==> src/rtl/centroid_frame_sequencer.sv <==
// centroid_frame_sequencer: streams one 64x64 binary frame from the frame
// memory into the centroid accumulator, captures its totals and divides them
// (6-cycle restoring division per axis) into an integer column/row centroid.
// Handshake: START is sampled only in IDLE; BUSY is high outside IDLE; DONE
// pulses for one cycle in FIN, the same cycle CX/CY/EMPTY take new values.
module centroid_frame_sequencer (
    input  logic        CLK,
    input  logic        RSTn,
    input  logic        START,
    output logic        BUSY,
    output logic        DONE,
    output logic [5:0]  CX,
    output logic [5:0]  CY,
    output logic        EMPTY,
    output logic        MEM_RE,
    output logic [11:0] MEM_ADDR,
    input  logic        MEM_RDATA,
    output logic        CALC_RSTn,
    output logic        CALC_DIN_VALID,
    output logic        CALC_DIN,
    output logic        CALC_LAST,
    input  logic [17:0] CALC_H_TOTAL,
    input  logic [17:0] CALC_V_TOTAL,
    input  logic [12:0] CALC_SUM,
    input  logic        CALC_VALID
);

    typedef enum logic [2:0] {
        S_IDLE,
        S_CLR,
        S_STREAM,
        S_WAIT,
        S_DIV,
        S_FIN
    } state_t;

    state_t      state_q, state_d;
    logic        busy_q, busy_d;
    logic        done_q, done_d;
    logic [5:0]  cx_q, cx_d;
    logic [5:0]  cy_q, cy_d;
    logic        empty_q, empty_d;
    logic        mem_re_q, mem_re_d;
    logic [11:0] addr_q, addr_d;
    logic        calc_rstn_q, calc_rstn_d;
    logic        din_valid_q, din_valid_d;
    logic        last_q, last_d;
    logic [17:0] ht_q, ht_d;
    logic [17:0] vt_q, vt_d;
    logic [12:0] s_q, s_d;
    logic [18:0] rem_h_q, rem_h_d;
    logic [18:0] rem_v_q, rem_v_d;
    logic [5:0]  qh_q, qh_d;
    logic [5:0]  qv_q, qv_d;
    logic [2:0]  idx_q, idx_d;

    // Division datapath for the current bit index: divisor shifted into place
    // and the per-axis trial-subtract decision.
    logic [18:0] div_sub;
    logic        h_ge;
    logic        v_ge;
    logic [5:0]  qh_next;
    logic [5:0]  qv_next;

    // One restoring-division step for both axes at bit idx_q.
    always_comb begin
        div_sub = {6'd0, s_q} << idx_q;
        h_ge    = (rem_h_q >= div_sub);
        v_ge    = (rem_v_q >= div_sub);
        qh_next = qh_q | (6'(h_ge) << idx_q);
        qv_next = qv_q | (6'(v_ge) << idx_q);
    end

    // Next-state and next-output logic for the frame sequencer.
    always_comb begin
        state_d     = state_q;
        done_d      = 1'b0;
        cx_d        = cx_q;
        cy_d        = cy_q;
        empty_d     = empty_q;
        mem_re_d    = mem_re_q;
        addr_d      = addr_q;
        calc_rstn_d = 1'b1;
        din_valid_d = mem_re_q;
        last_d      = 1'b0;
        ht_d        = ht_q;
        vt_d        = vt_q;
        s_d         = s_q;
        rem_h_d     = rem_h_q;
        rem_v_d     = rem_v_q;
        qh_d        = qh_q;
        qv_d        = qv_q;
        idx_d       = idx_q;

        case (state_q)
            S_IDLE: begin
                if (START) begin
                    state_d     = S_CLR;
                    calc_rstn_d = 1'b0;
                end
            end
            S_CLR: begin
                // Address restarts from 0 only here; STREAM never wraps it.
                state_d  = S_STREAM;
                addr_d   = 12'd0;
                mem_re_d = 1'b1;
            end
            S_STREAM: begin
                if (addr_q == 12'd4095) begin
                    // Read of the last pixel is in flight: flag its beat as last.
                    last_d   = 1'b1;
                    mem_re_d = 1'b0;
                    state_d  = S_WAIT;
                end else begin
                    addr_d = addr_q + 12'd1;
                end
            end
            S_WAIT: begin
                if (CALC_VALID) begin
                    ht_d    = CALC_H_TOTAL;
                    vt_d    = CALC_V_TOTAL;
                    s_d     = CALC_SUM;
                    rem_h_d = {1'b0, CALC_H_TOTAL};
                    rem_v_d = {1'b0, CALC_V_TOTAL};
                    qh_d    = 6'd0;
                    qv_d    = 6'd0;
                    idx_d   = 3'd5;
                    state_d = S_DIV;
                end
            end
            S_DIV: begin
                if (h_ge) rem_h_d = rem_h_q - div_sub;
                if (v_ge) rem_v_d = rem_v_q - div_sub;
                qh_d = qh_next;
                qv_d = qv_next;
                if (idx_q == 3'd0) begin
                    // Results are published on entry to FIN together with DONE.
                    // An empty frame still runs all six steps for fixed latency.
                    state_d = S_FIN;
                    done_d  = 1'b1;
                    if (s_q == 13'd0) begin
                        cx_d    = 6'd0;
                        cy_d    = 6'd0;
                        empty_d = 1'b1;
                    end else begin
                        cx_d    = qh_next;
                        cy_d    = qv_next;
                        empty_d = 1'b0;
                    end
                end else begin
                    idx_d = idx_q - 3'd1;
                end
            end
            S_FIN: begin
                state_d = S_IDLE;
            end
            default: begin
                state_d = S_IDLE;
            end
        endcase
    end

    // BUSY follows the state being entered so it is itself a clean flop.
    always_comb begin
        busy_d = (state_d != S_IDLE);
    end

    // State and output registers with synchronous active-low reset.
    always_ff @(posedge CLK) begin
        if (!RSTn) begin
            state_q     <= S_IDLE;
            busy_q      <= 1'b0;
            done_q      <= 1'b0;
            cx_q        <= 6'd0;
            cy_q        <= 6'd0;
            empty_q     <= 1'b0;
            mem_re_q    <= 1'b0;
            addr_q      <= 12'd0;
            calc_rstn_q <= 1'b0;
            din_valid_q <= 1'b0;
            last_q      <= 1'b0;
            ht_q        <= 18'd0;
            vt_q        <= 18'd0;
            s_q         <= 13'd0;
            rem_h_q     <= 19'd0;
            rem_v_q     <= 19'd0;
            qh_q        <= 6'd0;
            qv_q        <= 6'd0;
            idx_q       <= 3'd0;
        end else begin
            state_q     <= state_d;
            busy_q      <= busy_d;
            done_q      <= done_d;
            cx_q        <= cx_d;
            cy_q        <= cy_d;
            empty_q     <= empty_d;
            mem_re_q    <= mem_re_d;
            addr_q      <= addr_d;
            calc_rstn_q <= calc_rstn_d;
            din_valid_q <= din_valid_d;
            last_q      <= last_d;
            ht_q        <= ht_d;
            vt_q        <= vt_d;
            s_q         <= s_d;
            rem_h_q     <= rem_h_d;
            rem_v_q     <= rem_v_d;
            qh_q        <= qh_d;
            qv_q        <= qv_d;
            idx_q       <= idx_d;
        end
    end

    assign BUSY           = busy_q;
    assign DONE           = done_q;
    assign CX             = cx_q;
    assign CY             = cy_q;
    assign EMPTY          = empty_q;
    assign MEM_RE         = mem_re_q;
    assign MEM_ADDR       = addr_q;
    assign CALC_RSTn      = calc_rstn_q;
    assign CALC_DIN_VALID = din_valid_q;
    // Memory data is only meaningful on a valid beat; force 0 otherwise.
    assign CALC_DIN       = din_valid_q & MEM_RDATA;
    assign CALC_LAST      = last_q;

endmodule

==> config.mk <==
export PLATFORM = sky130hd
export DESIGN_NAME = centroid_frame_sequencer
export DESIGN_NICKNAME = d
export VERILOG_FILES = /design/src/rtl/centroid_frame_sequencer.sv
export SDC_FILE = /design/constraint.sdc
export NUM_CORES = 1
export LEC_CHECK = 0
export CORE_ASPECT_RATIO = 0.6
export CORE_MARGIN = 2
export CORE_UTILIZATION = 50
export CTS_CLUSTER_DIAMETER = 40
export DETAILED_ROUTE_END_ITERATION = 16
export PLACE_DENSITY = 0.76
export SLEW_MARGIN = 5
export SYNTH_ARGS = -nofsm -noshare
export SYNTH_HDL_FRONTEND = slang
export SYNTH_SLANG_ARGS = --single-unit
==> constraint.sdc <==
create_clock -name CLK -period 6.4 [get_ports CLK]
set_input_delay 1.6 -clock CLK [delete_from_list [all_inputs] [get_ports CLK]]
set_output_delay 1.6 -clock CLK [all_outputs]
set_load 0.01 [all_outputs]
==> results.py <==
metrics = {
    "outcome": {
        "outcome": "finished, final reports clean",
    },
    "global_routing": {
        "met2_usage": 0.3521,
        "met3_usage": 0.06348,
        "grt_max_degree": 55,
        "grt_busiest_layer": "met1",
        "antenna_found_initial": 0,
        "met1_usage": 0.4255,
        "grt_pass1_wl_mm": 30.10,
        "groute.usage.overall": 0.2660,
        "grt.overflow.total": 0,
        "grt_pass1_vias": 5618,
    },
    "sta": {
        "fmax_ghz": 0.2128,
        "hold_viol": 0,
        "holdWs_ns": 0.4515,
        "finClkSkew_ns": 0.01072,
        "finalCriticalPeriod_ns": 4.700,
        "drv_slew": 0,
        "relSlewSlack": 0.3329,
        "min_period_over_period": 0.7343,
        "tightest_slew_ns": 0.9992,
        "rsz0062_at_grt": "no",
        "fin_setup_tns_ns": 0,
        "finalSetupViolations": 0,
    },
    "worst_setup_path": {
        "path_class": "flop to flop",
        "r2r_cells": 13,
        "worstPathMaxFanout": 25,
        "cp.depth": 13,
        "slowest_delay_ns": 0.92,
        "cpMaxStageDelayCell": "dfxtp_1",
        "critPathTopFamily": "compound AO/OA/AOI/OAI gates",
        "worstReg2RegEnd": "rem_h_q[8]$_SDFFE_PN0P_",
        "r2r_slack_ns": 1.70,
        "setup.worst_path.end": "rem_h_q[8]$_SDFFE_PN0P_",
        "r2r_start": "idx_q[1]$_SDFFE_PN0P_",
        "critPathBufInv": 0,
        "start_kind": "flop",
        "crit_top_cell": "a21oi_1",
        "crit_arrival_ns": 4.94,
        "cp.required_ns": 6.65,
        "crit_chain": "mux2_2 > nor2_1 > a21oi_1 > nor2b_1 > a31oi_1 > ha_1 > o21a_1 > o21ai_0 > a21oi_1 > o31ai_2 > a211o_2 > nand2_1 > o211a_1",
        "startpoint": "idx_q[1]$_SDFFE_PN0P_",
        "end_kind": "flop",
    },
    "floorplanning": {
        "core_sq_mm": 0.01289,
        "rows": 32,
        "dieArea_sq_mm": 0.01421,
        "num_io_pins": 86,
        "fp.dieW_um": 152.6,
        "die_h_um": 93.13,
        "start_util": 0.5135,
    },
    "cts": {
        "clockBufferDepth": 2,
        "cts_setup_buffers": 0,
        "cts_sinks": 100,
        "root_buffer": "clkbuf_16",
        "clk_latency_ns": 0.36,
        "numCtsBuffers": 9,
        "cts_tree": "built",
        "cts_resized": 0,
        "clkTransAtPathRegs_ns": 0.08,
        "postCtsHoldBufs": 0,
        "h-tree-depth": 3,
    },
    "yosys": {
        "seq_area_frac_synth": 0.3024,
        "synthDistinctLibCells": 69,
        "syn-num-nets": 942,
        "synth_edf_count": 0,
        "avgSynthCellArea_sq_um": 7.834,
        "yosysWarnings": 0,
        "async_reset_ff_frac": 0,
        "synthFlopType": "dfxtp_1",
        "syn_inst": 845,
        "netlist_area_sq_mm": 0.006620,
        "ys_ff_latch": 100,
    },
    "detailed_routing": {
        "dr.pass1.iters": 5,
        "drc": 0,
        "ant_nets": 0,
        "drt-initial-drc-count": 644,
        "vias_per_cell": 6.024,
        "via_count": 6500,
        "finalWirelength_mm": 18.92,
        "wire_per_inst_um": 17.53,
    },
    "final_layout": {
        "final_area_sq_mm": 0.007843,
        "nNetsFinal": 1001,
        "layout_common_cells": "nand2_1 (101), dfxtp_1 (100), clkdlybuf4s50_1 (85)",
        "syn_to_final_growth_pct": 18.47,
        "drive_gt1_frac": 0.05611,
        "final_common_cell": "nand2_1",
        "antenna_cells": 0,
    },
    "place": {
        "hpwl_mm": 14.28,
        "placed_cell_area_sq_mm": 0.007536,
        "place_congestion": 0.9782,
        "numPortBuffers": 85,
    },
    "hold_path": {
        "hp-class": "flop to flop",
        "holdPathStages": 2,
    },
    "run": {
        "maxCapViolCount": 0,
    },
    "power_and_ir_drop": {
        "ir_drop_uv": 117.2,
        "power_density_mw_per_mm2": 208.7,
        "leakagePower_nw": 3.046,
    },
}
how the worst min path moves through the flow:
stage | startpoint | to | slack [ns]
floorplan | qv_q[0]$_SDFFE_PN0P_ | qv_q[0]$_SDFFE_PN0P_ | 0.43
global placement | qv_q[4]$_SDFFE_PN0P_ | qv_q[4]$_SDFFE_PN0P_ | 0.44
detailed placement | qv_q[4]$_SDFFE_PN0P_ | qv_q[4]$_SDFFE_PN0P_ | 0.44
finish | qv_q[4]$_SDFFE_PN0P_ | qv_q[4]$_SDFFE_PN0P_ | 0.45
global route | qv_q[0]$_SDFFE_PN0P_ | qv_q[0]$_SDFFE_PN0P_ | 0.47
CTS | qv_q[4]$_SDFFE_PN0P_ | qv_q[4]$_SDFFE_PN0P_ | 0.45
final cells by class:
type | count | area, sq um
clock buffer | 10 | 229.0
clock inverter | 6 | 77.57
fill | 1185 | 5050
inverter | 24 | 90.09
multi-input combinational | 677 | 4328
sequential | 100 | 2002
tap | 170 | 212.7
timing repair buffer | 92 | 903.4
registers in the layout, indices dropped and copies added, names as in the netlist, 3 cells and up:
name      count
rem_h_q      19
rem_v_q      19
s_q          13
MEM_ADDR     12
CX            6
CY            6
qh_q          6
qv_q          6
idx_q         3
state_q       3
tightest hold or removal path, delay by kind of cell (launching register included):
family / cells / cell delay, ns
AO/OA/AOI/OAI: 1 / 0.05
buffers and inverters: 1 / 0.05
flip-flops: 1 / 0.31
kinds of logic (layout without fill, tap and decap cells):
logic type | after synthesis | after routing | share of synthesized area
DFF | 100 | 100 | 0.3024
xor gates and xnor gates | 32 | 32 | 0.04234
muxes | 21 | 21 | 0.03459
adders and majority gates | 43 | 43 | 0.08354
AOI/OAI and AO/OA | 262 | 262 | 0.2640
and+or+nand+nor | 319 | 319 | 0.2281
buffers and inverters | 68 | 132 | 0.04498
synthesized netlist by cell type, types with 5 or more instances:
library cell | n | area [sq um]
nand2_1 | 101 | 379.1
dfxtp_1 | 100 | 2002
a21oi_1 | 84 | 420.4
nor2_1 | 68 | 255.2
o21ai_0 | 47 | 235.2
ha_1 | 41 | 513.0
nor3_1 | 41 | 205.2
nand3_1 | 31 | 155.2
clkbuf_1 | 27 | 101.4
inv_1 | 23 | 86.33
a211oi_1 | 21 | 157.7
xnor2_1 | 20 | 175.2
and2_1 | 16 | 100.1
a21o_1 | 15 | 112.6
mux2i_1 | 15 | 150.1
nor2b_1 | 12 | 75.07
xor2_1 | 12 | 105.1
a22oi_1 | 11 | 82.58
o221ai_1 | 10 | 87.58
and3_1 | 9 | 56.30
nand4_1 | 8 | 50.05
buf_2 | 7 | 35.03
nand2b_1 | 7 | 43.79
o21a_1 | 7 | 52.55
o31ai_1 | 7 | 52.55
or3_1 | 7 | 43.79
a311oi_1 | 6 | 52.55
a31oi_1 | 6 | 37.54
o211a_1 | 6 | 60.06
o211ai_1 | 6 | 45.04
mux2_2 | 5 | 56.30
o31a_1 | 5 | 43.79
metal layers:
layer / share of wire / vias up
li1: - / 3218
met1: 0.52 / 2962
met2: 0.37 / 304
met3: 0.10 / 16
met4: 0.0097 / 0
met5: 0 / -
stage by stage:
step	setup WS, ns	power (W)	utilization	instances
3_3_place_gp	1.848	0.001064	0.5845	1063
4_1_cts	1.800	0.001636	0.6083	1079
2_1_floorplan	2.715	0.0009516	-	845
5_1_grt	1.492	0.001709	0.6083	1079
3_5_place_dp	1.817	0.001064	0.5845	1063
6_report	1.700	0.001637	0.6083	1079
report_power, final:
group / internal [W] / switching (W) / leakage, nW
Sequential: 0.000634 / 0.0000118 / 0.807
Clock: 0.000312 / 0.000265 / 0.148
Combinational: 0.000185 / 0.000230 / 2.09
Power figures use the tool's default switching activity.
